$ cat src/rtl/if_fetch_queue.sv
// if_fetch_queue: PC sequencer + imem req/ack fetcher feeding a DEPTH-entry {pc,instr} queue to decode;
// ack -> id_valid one cycle later, id_ready=0 fills the queue then stalls fetch. IF_BYPASS_EN: empty-queue acks forwarded same cycle.
module if_fetch_queue #(
    parameter int          DEPTH    = 4,
    parameter logic [31:0] RESET_PC = 32'h0000_3000
) (
    input  logic        clk,
    input  logic        rst,
    output logic        imem_req,
    output logic [31:0] imem_addr,
    input  logic        imem_ack,
    input  logic [31:0] imem_rdata,
    output logic        id_valid,
    input  logic        id_ready,
    output logic [31:0] id_instr,
    output logic [31:0] id_pc,
    output logic [5:0]  op,
    output logic [4:0]  rs,
    output logic [4:0]  rt,
    output logic [4:0]  rd,
    output logic [4:0]  shamt,
    output logic [5:0]  func,
    input  logic        redirect,
    input  logic [31:0] redirect_pc
);

    localparam int            PW       = $clog2(DEPTH);
    localparam logic [PW:0]   FULL_CNT = (PW+1)'(DEPTH);
    localparam logic [PW:0]   CNT_ONE  = (PW+1)'(1);
    localparam logic [PW-1:0] PTR_ONE  = PW'(1);

    typedef enum logic [1:0] {IDLE, WAIT, DROP} state_t;

    state_t        state;
    logic [31:0]   fetch_pc;
    logic [31:0]   hold_addr;
    logic [PW-1:0] rd_ptr;
    logic [PW-1:0] wr_ptr;
    logic [PW:0]   count;
    logic [31:0]   pc_q    [DEPTH];
    logic [31:0]   instr_q [DEPTH];

    logic empty;
    logic full;
    logic ack_take;
    logic push;
    logic pop_fifo;

    assign empty = (count == '0);
    assign full  = (count == FULL_CNT);

    // Once a request is out it must be held until ack, even across a redirect.
    always_comb begin
        imem_req = 1'b0;
        if (!rst) begin
            if (state == IDLE)
                imem_req = !full && !redirect;
            else
                imem_req = 1'b1;
        end
    end

    assign imem_addr = (state == IDLE) ? fetch_pc : hold_addr;

    // A word is kept only if it belongs to the current fetch stream.
    assign ack_take = imem_req && imem_ack && !redirect && (state != DROP);
    assign pop_fifo = !empty && id_ready;

`ifdef IF_BYPASS_EN
    logic bypass;
    assign bypass   = ack_take && empty;
    assign push     = ack_take && !(bypass && id_ready);
    assign id_valid = !empty || bypass;
    assign id_instr = bypass ? imem_rdata : instr_q[rd_ptr];
    assign id_pc    = bypass ? imem_addr  : pc_q[rd_ptr];
`else
    assign push     = ack_take;
    assign id_valid = !empty;
    assign id_instr = instr_q[rd_ptr];
    assign id_pc    = pc_q[rd_ptr];
`endif

    assign op    = id_instr[31:26];
    assign rs    = id_instr[25:21];
    assign rt    = id_instr[20:16];
    assign rd    = id_instr[15:11];
    assign shamt = id_instr[10:6];
    assign func  = id_instr[5:0];

    always_ff @(posedge clk or posedge rst) begin
        if (rst) begin
            state     <= IDLE;
            fetch_pc  <= RESET_PC;
            hold_addr <= RESET_PC;
            rd_ptr    <= '0;
            wr_ptr    <= '0;
            count     <= '0;
        end else begin
            case (state)
                IDLE: begin
                    if (imem_req && !imem_ack) begin
                        state     <= WAIT;
                        hold_addr <= fetch_pc;
                    end
                end
                WAIT: begin
                    if (imem_ack)
                        state <= IDLE;
                    else if (redirect)
                        state <= DROP;
                end
                DROP: begin
                    if (imem_ack)
                        state <= IDLE;
                end
                default: state <= IDLE;
            endcase

            if (redirect)
                fetch_pc <= {redirect_pc[31:2], 2'b00};
            else if (ack_take)
                fetch_pc <= fetch_pc + 32'd4;

            if (redirect) begin
                rd_ptr <= '0;
                wr_ptr <= '0;
                count  <= '0;
            end else begin
                if (push)
                    wr_ptr <= wr_ptr + PTR_ONE;
                if (pop_fifo)
                    rd_ptr <= rd_ptr + PTR_ONE;
                case ({push, pop_fifo})
                    2'b10:   count <= count + CNT_ONE;
                    2'b01:   count <= count - CNT_ONE;
                    default: ;
                endcase
            end
        end
    end

    always_ff @(posedge clk) begin
        if (push) begin
            pc_q[wr_ptr]    <= imem_addr;
            instr_q[wr_ptr] <= imem_rdata;
        end
    end

endmodule

$ cat config.mk
export PLATFORM = sky130hd
export DESIGN_NAME = if_fetch_queue
export DESIGN_NICKNAME = d
export VERILOG_FILES = /design/src/rtl/if_fetch_queue.sv
export SDC_FILE = /design/constraint.sdc
export NUM_CORES = 1
export LEC_CHECK = 0
export ABC_AREA = 1
export CELL_PAD_IN_SITES_DETAIL_PLACEMENT = 0
export CELL_PAD_IN_SITES_GLOBAL_PLACEMENT = 1
export CORE_MARGIN = 5
export CORE_UTILIZATION = 40
export CTS_BUF_LIST = sky130_fd_sc_hd__clkbuf_8
export CTS_CLUSTER_DIAMETER = 200
export DETAILED_ROUTE_END_ITERATION = 10
export GPL_ROUTABILITY_DRIVEN = 0
export PLACE_DENSITY = 0.8
export SYNTH_ARGS = -nofsm -noshare
export SYNTH_HDL_FRONTEND = slang
export SYNTH_SLANG_ARGS = --single-unit
$ cat constraint.sdc
create_clock -name clk -period 4.3 [get_ports clk]
set_input_delay 1.075 -clock clk [delete_from_list [all_inputs] [get_ports clk]]
set_output_delay 1.075 -clock clk [all_outputs]
set_load 0.05 [all_outputs]
After elaboration in Yosys (flattened, before gate mapping)
Memories as Yosys holds them, arrays and structs flattened.
Cells that the tools add are included.
Word-level totals
  flip-flop bits (word level): 73
  bits in writable memories: 256
  input bits: 69
  output and inout port bits: 130
  word-level logic and storage cells: 57
  memories kept: 2
Operators by class
  add/sub/neg operators: 5
  eq/ne operators: 9
  muxes and demuxes: 18
  reductions and logical operators: 17
Memory list
  instr_q: depth 4, bits a word 32, rd ports 1, clocked after memory_dff 0, write ports 1, RTL line 41  | logic [31:0] instr_q [DEPTH];
  pc_q: depth 4, bits a word 32, rd ports 1, clocked after memory_dff 0, write ports 1, RTL line 40  | logic [31:0] pc_q [DEPTH];
Operators by type and width (number)
  $mux W32: 3
  $add A32 B3 Y32 const B: 1
  $mux W2: 8
  $logic_and A1 B1 Y1: 6
  $pmux W2 S3: 1
  $pmux W3 S2: 1
  $add A2 B1 Y2 const B: 2
  $eq A2 B1 Y1 const B: 2
  $eq A2 B2 Y1 const B: 2
  $logic_not A1 Y1: 4
  $mux W1: 4
  $ne A2 B2 Y1 const B: 2
  $reduce_bool A2 Y1: 2
  $add A3 B1 Y3 const B: 1
  $eq A3 B3 Y1 const B: 1
  $logic_not A3 Y1: 1
  $mux W3: 1
  $ne A3 B3 Y1 const B: 1
  $reduce_and A3 Y1: 1
  $reduce_bool A3 Y1: 1
  $sub A3 B1 Y3 const B: 1
  $logic_not A2 Y1: 1
  $ne A2 B1 Y1 const B: 1
  $reduce_and A2 Y1: 1

Depth between registers and ports, before layout
Gate-level depths: netlist of run 1.
  depth in word-level cells: 11
  depth in mapped cells: 14

Least setup slack after synthesis of run 1
OpenSTA, ideal clock, no wires.
  kind: input to register
  start: input port rst
  end: memory instr_q[0][0] (enable)
  setup time: 0.482 ns
  data arrival time: 5.707 ns
  data required time: 3.818 ns
  path slack: -1.889 ns
  stages on the path: 4
  path buffers: 1
  path through: inv_1 nand3_4 buf_2 nor2_1
On the way
  longest elaborated chain between the ends: 6
RTL lines
  start, declared: RTL line 8  | input logic rst,
  $mux W1: RTL line 55  | if (!rst) begin
  $logic_and A1 B1 Y1 (3 in a row): RTL line 66  | assign ack_take = imem_req && imem_ack && !redirect && (state != DROP);
  $mux W1: RTL line 143  | if (push) begin
  $mux W1 (not written as such): RTL line 145  | instr_q[wr_ptr] <= imem_rdata;
  end, declared: RTL line 41
Every way passes these cells.

Final worst setup path of run 1
  start: register state[0]
  end: output port imem_addr[31]
On the way
  longest elaborated chain between the ends: 2
RTL lines
  start, declared: RTL line 34  | state_t state;
  start signal, assigned: RTL line 92  | state <= IDLE;
  start signal, assigned: RTL line 102  | state <= WAIT;
  start signal, assigned: RTL line 108  | state <= IDLE;
  $logic_not A2 Y1: RTL line 63  | assign imem_addr = (state == IDLE) ? fetch_pc : hold_addr;
  $mux W32: RTL line 63
  end, declared: RTL line 10  | output logic [31:0] imem_addr,
Every way passes these cells.

==> impl_metrics.tcl, run 1 <==
set metrics [dict create \
    hold_path_depth 2 \
    ys_ff_latch 317 \
    maxSlewViolCount 0 \
    drt-vias-per-instance 4.947 \
    synth.most_common_cell "edfxtp_1" \
    finalSetupViolations 0 \
    nNetsFinal 1489 \
    root_buffer "clkbuf_8" \
    critPathMaxStageDelay_ns 0.91 \
    ys_seq_area_frac 0.6774 \
    htreeDepth 2 \
    synth_top_area_share 0.5496 \
    portBuffers 192 \
    period_minus_slack_ns 4.120 \
    rr_worst_depth 7 \
    cts_tree "built" \
    multi_input_area_um2 3595 \
    yosysWarnings 0 \
    die_w_um 194.1 \
    drive_above_1_share 0.08339 \
    crit_required_ns 3.22 \
    min_to "hold_addr[5]" \
    synth-xor-area-share 0.005171 \
    synthTopCellsByArea "edfxtp_1, dfrtp_1, o21ai_0" \
    tightestPinTransition_ns 0.9445 \
    worstSetupStartpointType "flop" \
    routed_wl_um 32510 \
    dr.pass1.iters 5 \
    cts_setup_buffers 0 \
    grt_use_total 0.1687 \
    postSynth.asyncResetShare 0.2177 \
    path_cells "nor2_4, buf_12, nor2_1, a21oi_1, clkdlybuf4s50_1" \
    start_util 0.4051 \
    groute.layer.met1.usage 0.2339 \
    clock_path_buffers 3 \
    fp-row-count 67 \
    first_global_vias 9179 \
    netlist_instances 1247 \
    reg2reg_slack_ns 1.94 \
    status "finished clean" \
    synth_top_family_by_area "simple AND/OR/NAND/NOR gates" \
    yosysTopAreaCell "edfxtp_1" \
    fin_ws_ns 0.1804 \
    cpMaxStageDelayCell "clkdlybuf4s50_1" \
    antenna_found_initial 0 \
    reg2reg_to "fetch_pc[4]" \
    cp_top_family "buffers and inverters" \
    cp_data_arrival_time_ns 3.04 \
    clkLatencyLatePin_ns 0.55 \
    rsz0062_at_grt "no" \
    grt-busiest-layer "met2" \
    synthSimpleGateAreaFrac 0.1392 \
    synth_compound_area_frac 0.1115 \
    grt_overflow_total 0 \
    syn2layout_area_growth_pct 23.42 \
    critPathKind "reg2out" \
    worstSetupEndpointType "output port" \
    ant_nets 0 \
    p_per_area_nw_per_um2 462.0 \
    fillerInstances 2935 \
    synth_ff_type "edfxtp_1" \
    hpwlAfterDp_um 20860 \
    synth_fa_ha_area_frac 0.006094 \
    hp-start "hold_addr[5]" \
    power.leakage_nw 6.308 \
    coreArea_um2 33450 \
    antenna_cells 0 \
    synth.avg_cell_area_um2 10.87 \
    ys_top_cells_by_count "edfxtp_1, nand2_1, nor2_1" \
    grt_use_met2 0.2757 \
    yosysUniqueCellTypes 33 \
    ir_drop_uv 241.2 \
    die_area_um2 37660 \
    cts.hold.buffers_added 0 \
    regArea_um2 9184 \
    place_ws_ns 0.7197 \
    path_max_fanout 45 \
    fin_setup_tns_ns 0 \
    grt_pass1_wl_um 51350 \
    worstHoldPathType "reg2reg" \
    route.detailed.drc 0 \
    r2r-start "state[0]" \
    cts_buffers 50 \
    drt_iter0_markers 642 \
    die_h_um 194.1 \
    cts.sinks 317 \
    synth_edf_count 248 \
    fin_worst_skew_ns 0.01942 \
    grt_max_degree 86 \
    hold_viol_final 0 \
    wl_per_cell_um 17.12 \
    use_met3 0.03354 \
    clk_pin_slew_ns 0.06 \
    synth_area_um2 13550 \
    clock.fmax_mhz 242.7 \
    io_pins 199 \
    worst-path-buf-inv 2 \
    synth.area.mux_share 0 \
    cap_viol_max_count 0 \
    slew_headroom 0.3681 \
    finalCritPeriodShare 0.9580 \
    vias 9394 \
]
[repair_timing]
item,CTS,global route
hold endpoints to repair,0,0
endpoints found under the setup margin,0,5
resized for setup,0,5
[cell families (layout without fill, tap and decap cells)]
| family | count (synthesis) | after routing |
|---|---|---|
| AO/OA/AOI/OAI | 281 | 281 |
| XOR/XNOR | 8 | 8 |
| adder cells (fa/ha/maj) | 6 | 6 |
| buffers and inverters | 167 | 368 |
| flip-flops | 317 | 317 |
| other | 1 | 4 |
| AND/OR/NAND/NOR | 467 | 467 |
[metal layers]
layer,vias up,part of all wire
li1,4628,-
met1,4458,0.46
met2,262,0.47
met3,46,0.056
met4,0,0.016
met5,-,0
[layout make-up]
class,instances,share of cell area
clock buffers,54,0.04444
repair buffers,210,0.1276
clock inverters,35,0.01377
flip-flops and latches,317,0.5492
multi-input cells,766,0.2149
inverters,69,0.01653
well taps,448,0.03352
[metrics by stage]
stage / power, mW / instances / util / cell area, um^2 / hold WS, ns
floorplan: 4.797 / 1250 / - / 13600 / 0.4537
global placement: 5.327 / 1810 / 0.4705 / 15740 / 0.4664
detailed placement: 5.353 / 1810 / 0.4705 / 15740 / 0.4737
CTS: 7.829 / 1899 / 0.4996 / 16710 / 0.4887
global route: 8.109 / 1899 / 0.5000 / 16720 / 0.5053
finish: 7.727 / 1899 / 0.5000 / 16720 / 0.4843
[registers in the layout, summed over array words and instances, names as in the netlist]
register   cells
fetch_pc      30
count          3
rd_ptr         2
state          2
instr_q      128
wr_ptr         2
pc_q         120
hold_addr     30
[worst register-to-register path, stage by stage, from the launching register on]
cell and delay, ns:
dfrtp_1 0.44, nor2_4 0.38, nand2_2 0.16, nand3_4 0.28, nand2_2 0.35, inv_1 0.48, nand2_1 0.11, o211ai_1 0.10
[report_power, final]
| group | switching, mW | total, mW | internal, mW |
|---|---|---|---|
| clock | 1.12 | 2.45 | 1.34 |
| sequential | 0.0924 | 3.62 | 3.53 |
| combinational | 1.17 | 1.66 | 0.490 |
| total | 2.37 | 7.73 | 5.35 |
[how the worst max path moves through the flow]
stage | start | to | slack (ns) | depth (start not counted)
floorplan | rst | imem_req | 0.63 | 3
global placement | state[0] | imem_addr[24] | 0.76 | 5
detailed placement | state[0] | imem_addr[24] | 0.72 | 5
CTS | state[0] | imem_addr[24] | 0.1 | 5
global route | state[0] | imem_addr[6] | 0.02 | 5
finish | state[0] | imem_addr[31] | 0.18 | 5
[layout by cell type (no fill, tap or decap), types with 4 or more instances in the layout]
master and instances:
edfxtp_1 248, o21ai_1 8, nor3_1 13, nand3_1 34, nor2_1 191, buf_12 7, dfstp_2 4, clkdlybuf4s50_1 178
dfrtp_1 63, buf_4 20, ha_1 5, clkinv_1 5, dlymetal6s2s_1 5, a21oi_1 34, clkbuf_8 54, o21ai_0 166
nand2_2 4, conb_1 4, o211ai_1 11, xor2_1 6, nor2_4 6, inv_1 81, nand2_1 209, o22ai_1 62
clkinv_2 7
Power figures use the tool's default switching activity.
==> inputs of run 2 (changes only) <==
CORE_UTILIZATION = 44   (was 40)
PLACE_DENSITY = 0.84   (was 0.8)
clock period = 3.8 ns   (was 4.3 ns; I/O delays follow)
==> run 2 against run 1 <==
Compared with the run above: global-route usage rose by 1.6 points; cell count fell by 2.3%; sequential share of layout area rose by 0.97 points; via count rose by 1.3%; combinational power rose by 10%; critical path type unchanged; largest power group unchanged; highest routed layer unchanged.
==> impl_metrics.tcl, run 2 (same netlist as run 1, synthesis figures left out) <==
set metrics [dict create \
    drt_iter0_markers 669 \
    reg2reg_slack_ns 1.63 \
    largest_register_ffs 128 \
    worstSetupStartpointType "flop" \
    portBuffers 192 \
    ant_nets 0 \
    clock.fmax_mhz 293.8 \
    path_cells "nor2_4, buf_12, nor2_1, a21oi_1, buf_4" \
    route.detailed.drc 0 \
    maxSlewViolCount 0 \
    fin_worst_skew_ns 0.01150 \
    clockPowerShare 0.323 \
    reg.largest.list "instr_q: 128 flops, pc_q: 120 flops" \
    hpwlAfterDp_um 20120 \
    fin_setup_tns_ns 0 \
    fp-row-count 64 \
    critPathKind "reg2out" \
    net-switching-power_mw 2.703 \
    power.leakage_nw 6.388 \
    critPathCapture "imem_addr[15]" \
    reg2reg_to "fetch_pc[5]" \
    p_per_area_nw_per_um2 531.9 \
    worstHoldPathType "reg2reg" \
    tightestPinTransition_ns 0.9040 \
    total_power_mw 8.741 \
    grt_pass1_wl_um 50270 \
    syn2layout_area_growth_pct 21.27 \
    worstSetupEndpointType "output port" \
    power_frac_comb 0.209 \
    nNetsFinal 1492 \
    finalSetupViolations 0 \
    die_w_um 185.5 \
    rr_worst_depth 8 \
    finalCritPeriodShare 0.8957 \
    p_seq_frac 0.468 \
    coreArea_um2 30510 \
    cts_setup_buffers 0 \
    routed_wl_um 31840 \
    slew_headroom 0.3974 \
    root_buffer "clkbuf_8" \
    cp-startpoint "state[0]" \
    regArea_um2 9184 \
    clock_path_buffers 3 \
    r2r-start "state[0]" \
    antenna_found_initial 0 \
    grt_overflow_total 0 \
    layout_commonest_cell "edfxtp_1" \
    crit_required_ns 2.85 \
    start_util 0.4441 \
    regMostFlops "instr_q" \
    ir_drop_uv 193.6 \
    io_pins 199 \
    cp_top_family "buffers and inverters" \
    cts_resized 0 \
    drive_above_1_share 0.1659 \
    hold_path_depth 2 \
    cts.hold.buffers_added 0 \
    dp_cells 1760 \
    grt_use_total 0.1842 \
    die_h_um 185.5 \
    hold_viol_final 0 \
    stdcell_count 1855 \
    switching_share 0.3092 \
    dr.pass1.iters 5 \
    worst-path-buf-inv 2 \
    path_depth 5 \
    vias 9513 \
    p_int_mw 6.039 \
    period_minus_slack_ns 3.404 \
    drt-vias-per-instance 5.128 \
    clk_pin_slew_ns 0.06 \
    cp_data_arrival_time_ns 2.45 \
    cts_tree "built" \
    cts_buffers 51 \
    cts.sinks 317 \
    status "finished clean" \
    antenna_cells 0 \
    fillerInstances 2650 \
    layout_common_cells "edfxtp_1, nand2_1, nor2_1, o21ai_0, buf_4" \
    critPathMaxStageDelay_ns 0.44 \
    whs_ns 0.4857 \
    cap_viol_max_count 0 \
    cpMaxStageDelayCell "dfrtp_1" \
    final_util 0.5386 \
    die_area_um2 34410 \
    htreeDepth 2 \
    rsz0062_at_grt "no" \
    grt_max_degree 126 \
    clkLatencyLatePin_ns 0.55 \
    wl_per_cell_um 17.16 \
    multi_input_area_um2 3595 \
    first_global_vias 9365 \
    path_max_fanout 39 \
]
[run 2: cell count changes in the layout (fill, tap and decap cells not counted), moves of 2 or more]
| cell | change |
|---|---|
| clkinvlp_4 | -2 |
| buf_4 | +116 |
| dlymetal6s2s_1 | -5 |
| clkinv_2 | +3 |
| inv_1 | -7 |
| buf_12 | +2 |
| clkbuf_8 | +5 |
| clkdlybuf4s50_1 | -111 |
| clkinv_1 | +10 |
[run 2: worst min-delay path, stage by stage, from the launching register on]
cell	delay, ns
dfrtp_1	0.34
nand2_1	0.05
o21ai_0	0.06
[run 2: cell type report]
| cell class | instances | share of cell area |
|---|---|---|
| Sequential cell | 317 | 0.5589 |
| Clock inverter | 36 | 0.01211 |
| Tap cell | 396 | 0.03015 |
| Inverter | 69 | 0.01683 |
| Clock buffer | 59 | 0.04941 |
| Multi-Input combinational cell | 766 | 0.2187 |
| Timing Repair Buffer | 212 | 0.1139 |
[run 2: per-stage QoR]
step / area [um^2] / worst slack (ns)
detailed placement: 15420 / 0.6434
floorplan: 13600 / 0.2542
CTS: 16430 / 0.3222
global route: 16430 / 0.1757
global placement: 15420 / 0.6589
finish: 16430 / 0.3964
[run 2: power by group through the flow]
stage,clock network [mW],registers (mW),logic (mW)
2_1_floorplan,0,4.13,1.29
3_3_place_gp,0,4.15,1.82
3_5_place_dp,0,4.16,1.84
4_1_cts,2.91,4.09,1.85
5_1_grt,3.08,4.11,1.97
6_report,2.83,4.09,1.83
[run 2: worst min-delay path by stage]
stage / from / endpoint / slack, ns
final: hold_addr[29] / hold_addr[29] / 0.49
after global routing: hold_addr[12] / hold_addr[12] / 0.50
after floorplan: hold_addr[10] / hold_addr[10] / 0.45
after CTS: hold_addr[15] / hold_addr[15] / 0.49
after global placement: hold_addr[31] / hold_addr[31] / 0.47
after detailed placement: hold_addr[28] / hold_addr[28] / 0.47
[run 2: per-layer routing]
metal  vias to the layer above  part of all wire  wire, um  track usage
met5                         -                 0         0            0
met4                         0             0.021       684      0.04815
met3                        61             0.065      2082      0.02912
met2                       305              0.47     14920       0.3013
met1                      4518              0.44     14150       0.2600
li1                       4629                 -         -            -
==> edit, RTL diff (config.mk and constraints of run 2) <==
The 3 states of `state_t` get a one-hot encoding in 3 bits.
--- a/src/rtl/if_fetch_queue.sv
+++ b/src/rtl/if_fetch_queue.sv
@@ -30,5 +30,5 @@
     localparam logic [PW-1:0] PTR_ONE  = PW'(1);
 
-    typedef enum logic [1:0] {IDLE, WAIT, DROP} state_t;
+    typedef enum logic [2:0] {IDLE = 3'b001, WAIT = 3'b010, DROP = 3'b100} state_t;
 
     state_t        state;
Formal check against the unedited RTL: no difference found for any inputs over 4 cycles, from zero or initial values and one cycle with rst high; so few cycles prove little.
==> edit against run 2 <==
- largest cell class unchanged
- synthesized area up 0.50%
- sequential cell count up 1
- worst setup slack worse by 0.23 ns
- via count increased by 3.2%
- wire length up 4.7%
- final area rose by 7.7%
- count of clock-buffer cells in the layout decreased by 6
Power is not compared: it rests on default switching activity, and its combinational part moved more than twofold at a synthesized area within 25%.
==> edit: results (changes against run 2) <==
\begin{tabular}{lr}
\hline
Metric & Value \\
\hline
\multicolumn{2}{l}{\textbf{Critical path}} \\
Arr. time, crit path & 2.68 ns (was 2.45 ns) \\
Critical path fanouts, max & 9 (was 39) \\
Worst r2r path cells & 10 (was 8) \\
\multicolumn{2}{l}{\textbf{Drt}} \\
Pre-Repair DR Iteration Count & 5 (unchanged) \\
Routed via count divided by cell count & 5.171 (was 5.128) \\
Detail-routed net length per standard cell & 17.55 µm (was 17.16 µm) \\
\multicolumn{2}{l}{\textbf{Yosys}} \\
Fraction of synthesis flops using an asynchronous set or reset pin & 22.01\% (was 21.77\%) \\
Synth area leaders & sky130\_fd\_sc\_hd\_\_edfxtp\_1 (55\%), sky130\_fd\_sc\_hd\_\_dfrtp\_1 (12\%), sky130\_fd\_sc\_hd\_\_o21ai\_0 (7.5\%) (was sky130\_fd\_sc\_hd\_\_edfxtp\_1 (55\%), sky130\_fd\_sc\_hd\_\_dfrtp\_1 (12\%), sky130\_fd\_sc\_hd\_\_o21ai\_0 (6.1\%)) \\
Area share of the largest cell type after synthesis & 54.69\% (was 54.96\%) \\
Proportion of synthesized chip area in sequential cells & 67.59\% (was 67.74\%) \\
Mean instance size in the synthesized netlist & 10.84 µm² (was 10.87 µm²) \\
\multicolumn{2}{l}{\textbf{Cells and area}} \\
Fill cell count & 2561 (was 2650) \\
Number of nets at the end of the flow & 1539 (was 1492) \\
Post-route non-filler standard cell count & 1899 (was 1855) \\
\multicolumn{2}{l}{\textbf{Placement}} \\
\# placed instances & 1800 (was 1760) \\
Detail Placement HPWL & 21730 µm (was 20120 µm) \\
Post-placement worst setup slack & 0.4484 ns (was 0.6434 ns) \\
\multicolumn{2}{l}{\textbf{Timing}} \\
Transition time at the pin with the least slew margin & 0.8122 ns (was 0.9040 ns) \\
Final Skew & 0.01884 ns (was 0.01150 ns) \\
\multicolumn{2}{l}{\textbf{Clock network}} \\
Clock latency at the later pin of the worst-skew pair & 0.56 ns \\
CTS Root Buffer Type & sky130\_fd\_sc\_hd\_\_clkbuf\_8 (unchanged) \\
\multicolumn{2}{l}{\textbf{Global route}} \\
Wire length of the first global-routing pass & 51610 µm (was 50270 µm) \\
Vias in the first global route & 9517 (was 9365) \\
Total global-route track usage & 18.99\% (was 18.42\%) \\
\multicolumn{2}{l}{\textbf{Status}} \\
Result of the run & completed (unchanged) \\
\hline
\end{tabular}
-- edit: changes by cell type after synthesis, sizes merged, moves of 2 or more --
cell	change
inv	+2
o21ai	+36
a21oi	-30
nand2	+29
xor2	-3
nor3	+3
nor2	-29
-- edit: cells by family after synthesis --
logic type | share of synthesized area (%)
buffers and inverters | 6.009
other | 0.02754
and+or+nand+nor | 13.91
DFF | 67.59
AOI/OAI and AO/OA | 11.59
adders and majority gates | 0.6064
xor gates and xnor gates | 0.2573
-- edit: per-layer routing --
layer,vias up,routed length (µm),global-route usage (%)
met4,0,544,4.605
li1,4751,-,-
met5,-,0,0
met3,43,2026,3.166
met1,4699,14640,26.31
met2,326,16120,31.63
-- edit: power by group through the flow --
stage	clock network (mW)	logic, mW	registers, mW
final	2.64	4.37	4.40
after global routing	2.88	4.64	4.43
after CTS	2.71	4.34	4.40
after detailed placement	0	4.33	4.47
after global placement	0	4.28	4.46
after floorplan	0	2.30	4.45
-- edit: what timing repair did --
item / CTS / global route
setup buffers: 0 / 7
resized for setup: 0 / 2
setup endpoints to repair: 0 / 19
-- edit: worst max-delay path, stage by stage, from the launching register on --
cell	delay, ns
sky130_fd_sc_hd__dfstp_2	0.53
sky130_fd_sc_hd__inv_1	0.07
sky130_fd_sc_hd__nor3_4	0.26
sky130_fd_sc_hd__clkinvlp_4	0.21
sky130_fd_sc_hd__buf_4	0.20
sky130_fd_sc_hd__o21ai_0	0.48
sky130_fd_sc_hd__buf_4	0.24
sky130_fd_sc_hd__buf_12	0.14
-- edit: worst paths after layout --
path / end / startpoint / slack (ns)
max reg2reg: fetch_pc[17]$_DFFE_PP0N_ / state[0]$_DFFE_PP1P_ / 1.55
min reg2reg: hold_addr[4]$_DFFE_PP0P_ / hold_addr[4]$_DFFE_PP0P_ / 0.48
min in group asynchronous: state[2]$_DFFE_PP0P_ / rst / 0.79
max in group asynchronous: hold_addr[5]$_DFFE_PP0P_ / rst / 1.93
min: hold_addr[4]$_DFFE_PP0P_ / hold_addr[4]$_DFFE_PP0P_ / 0.48
max: imem_addr[19] / state[0]$_DFFE_PP1P_ / 0.17
-- edit: layout make-up --
cell class | instances | area (µm²) | area share (%)
Tap cell | 396 | 495.5 | 2.799
Clock buffer | 53 | 729.5 | 4.120
Timing Repair Buffer | 250 | 3171 | 17.91
Clock inverter | 39 | 191.4 | 1.081
Multi-Input combinational cell | 773 | 3636 | 20.54
Inverter | 70 | 271.5 | 1.534
Sequential cell | 318 | 9210 | 52.02
-- edit: metrics by stage --
stage            TNS, ns  instance area [µm²]
2_1_floorplan          0                13660
3_3_place_gp           0                16730
3_5_place_dp           0                16730
4_1_cts                0                17650
5_1_grt        -0.009051                17700
6_report               0                17700
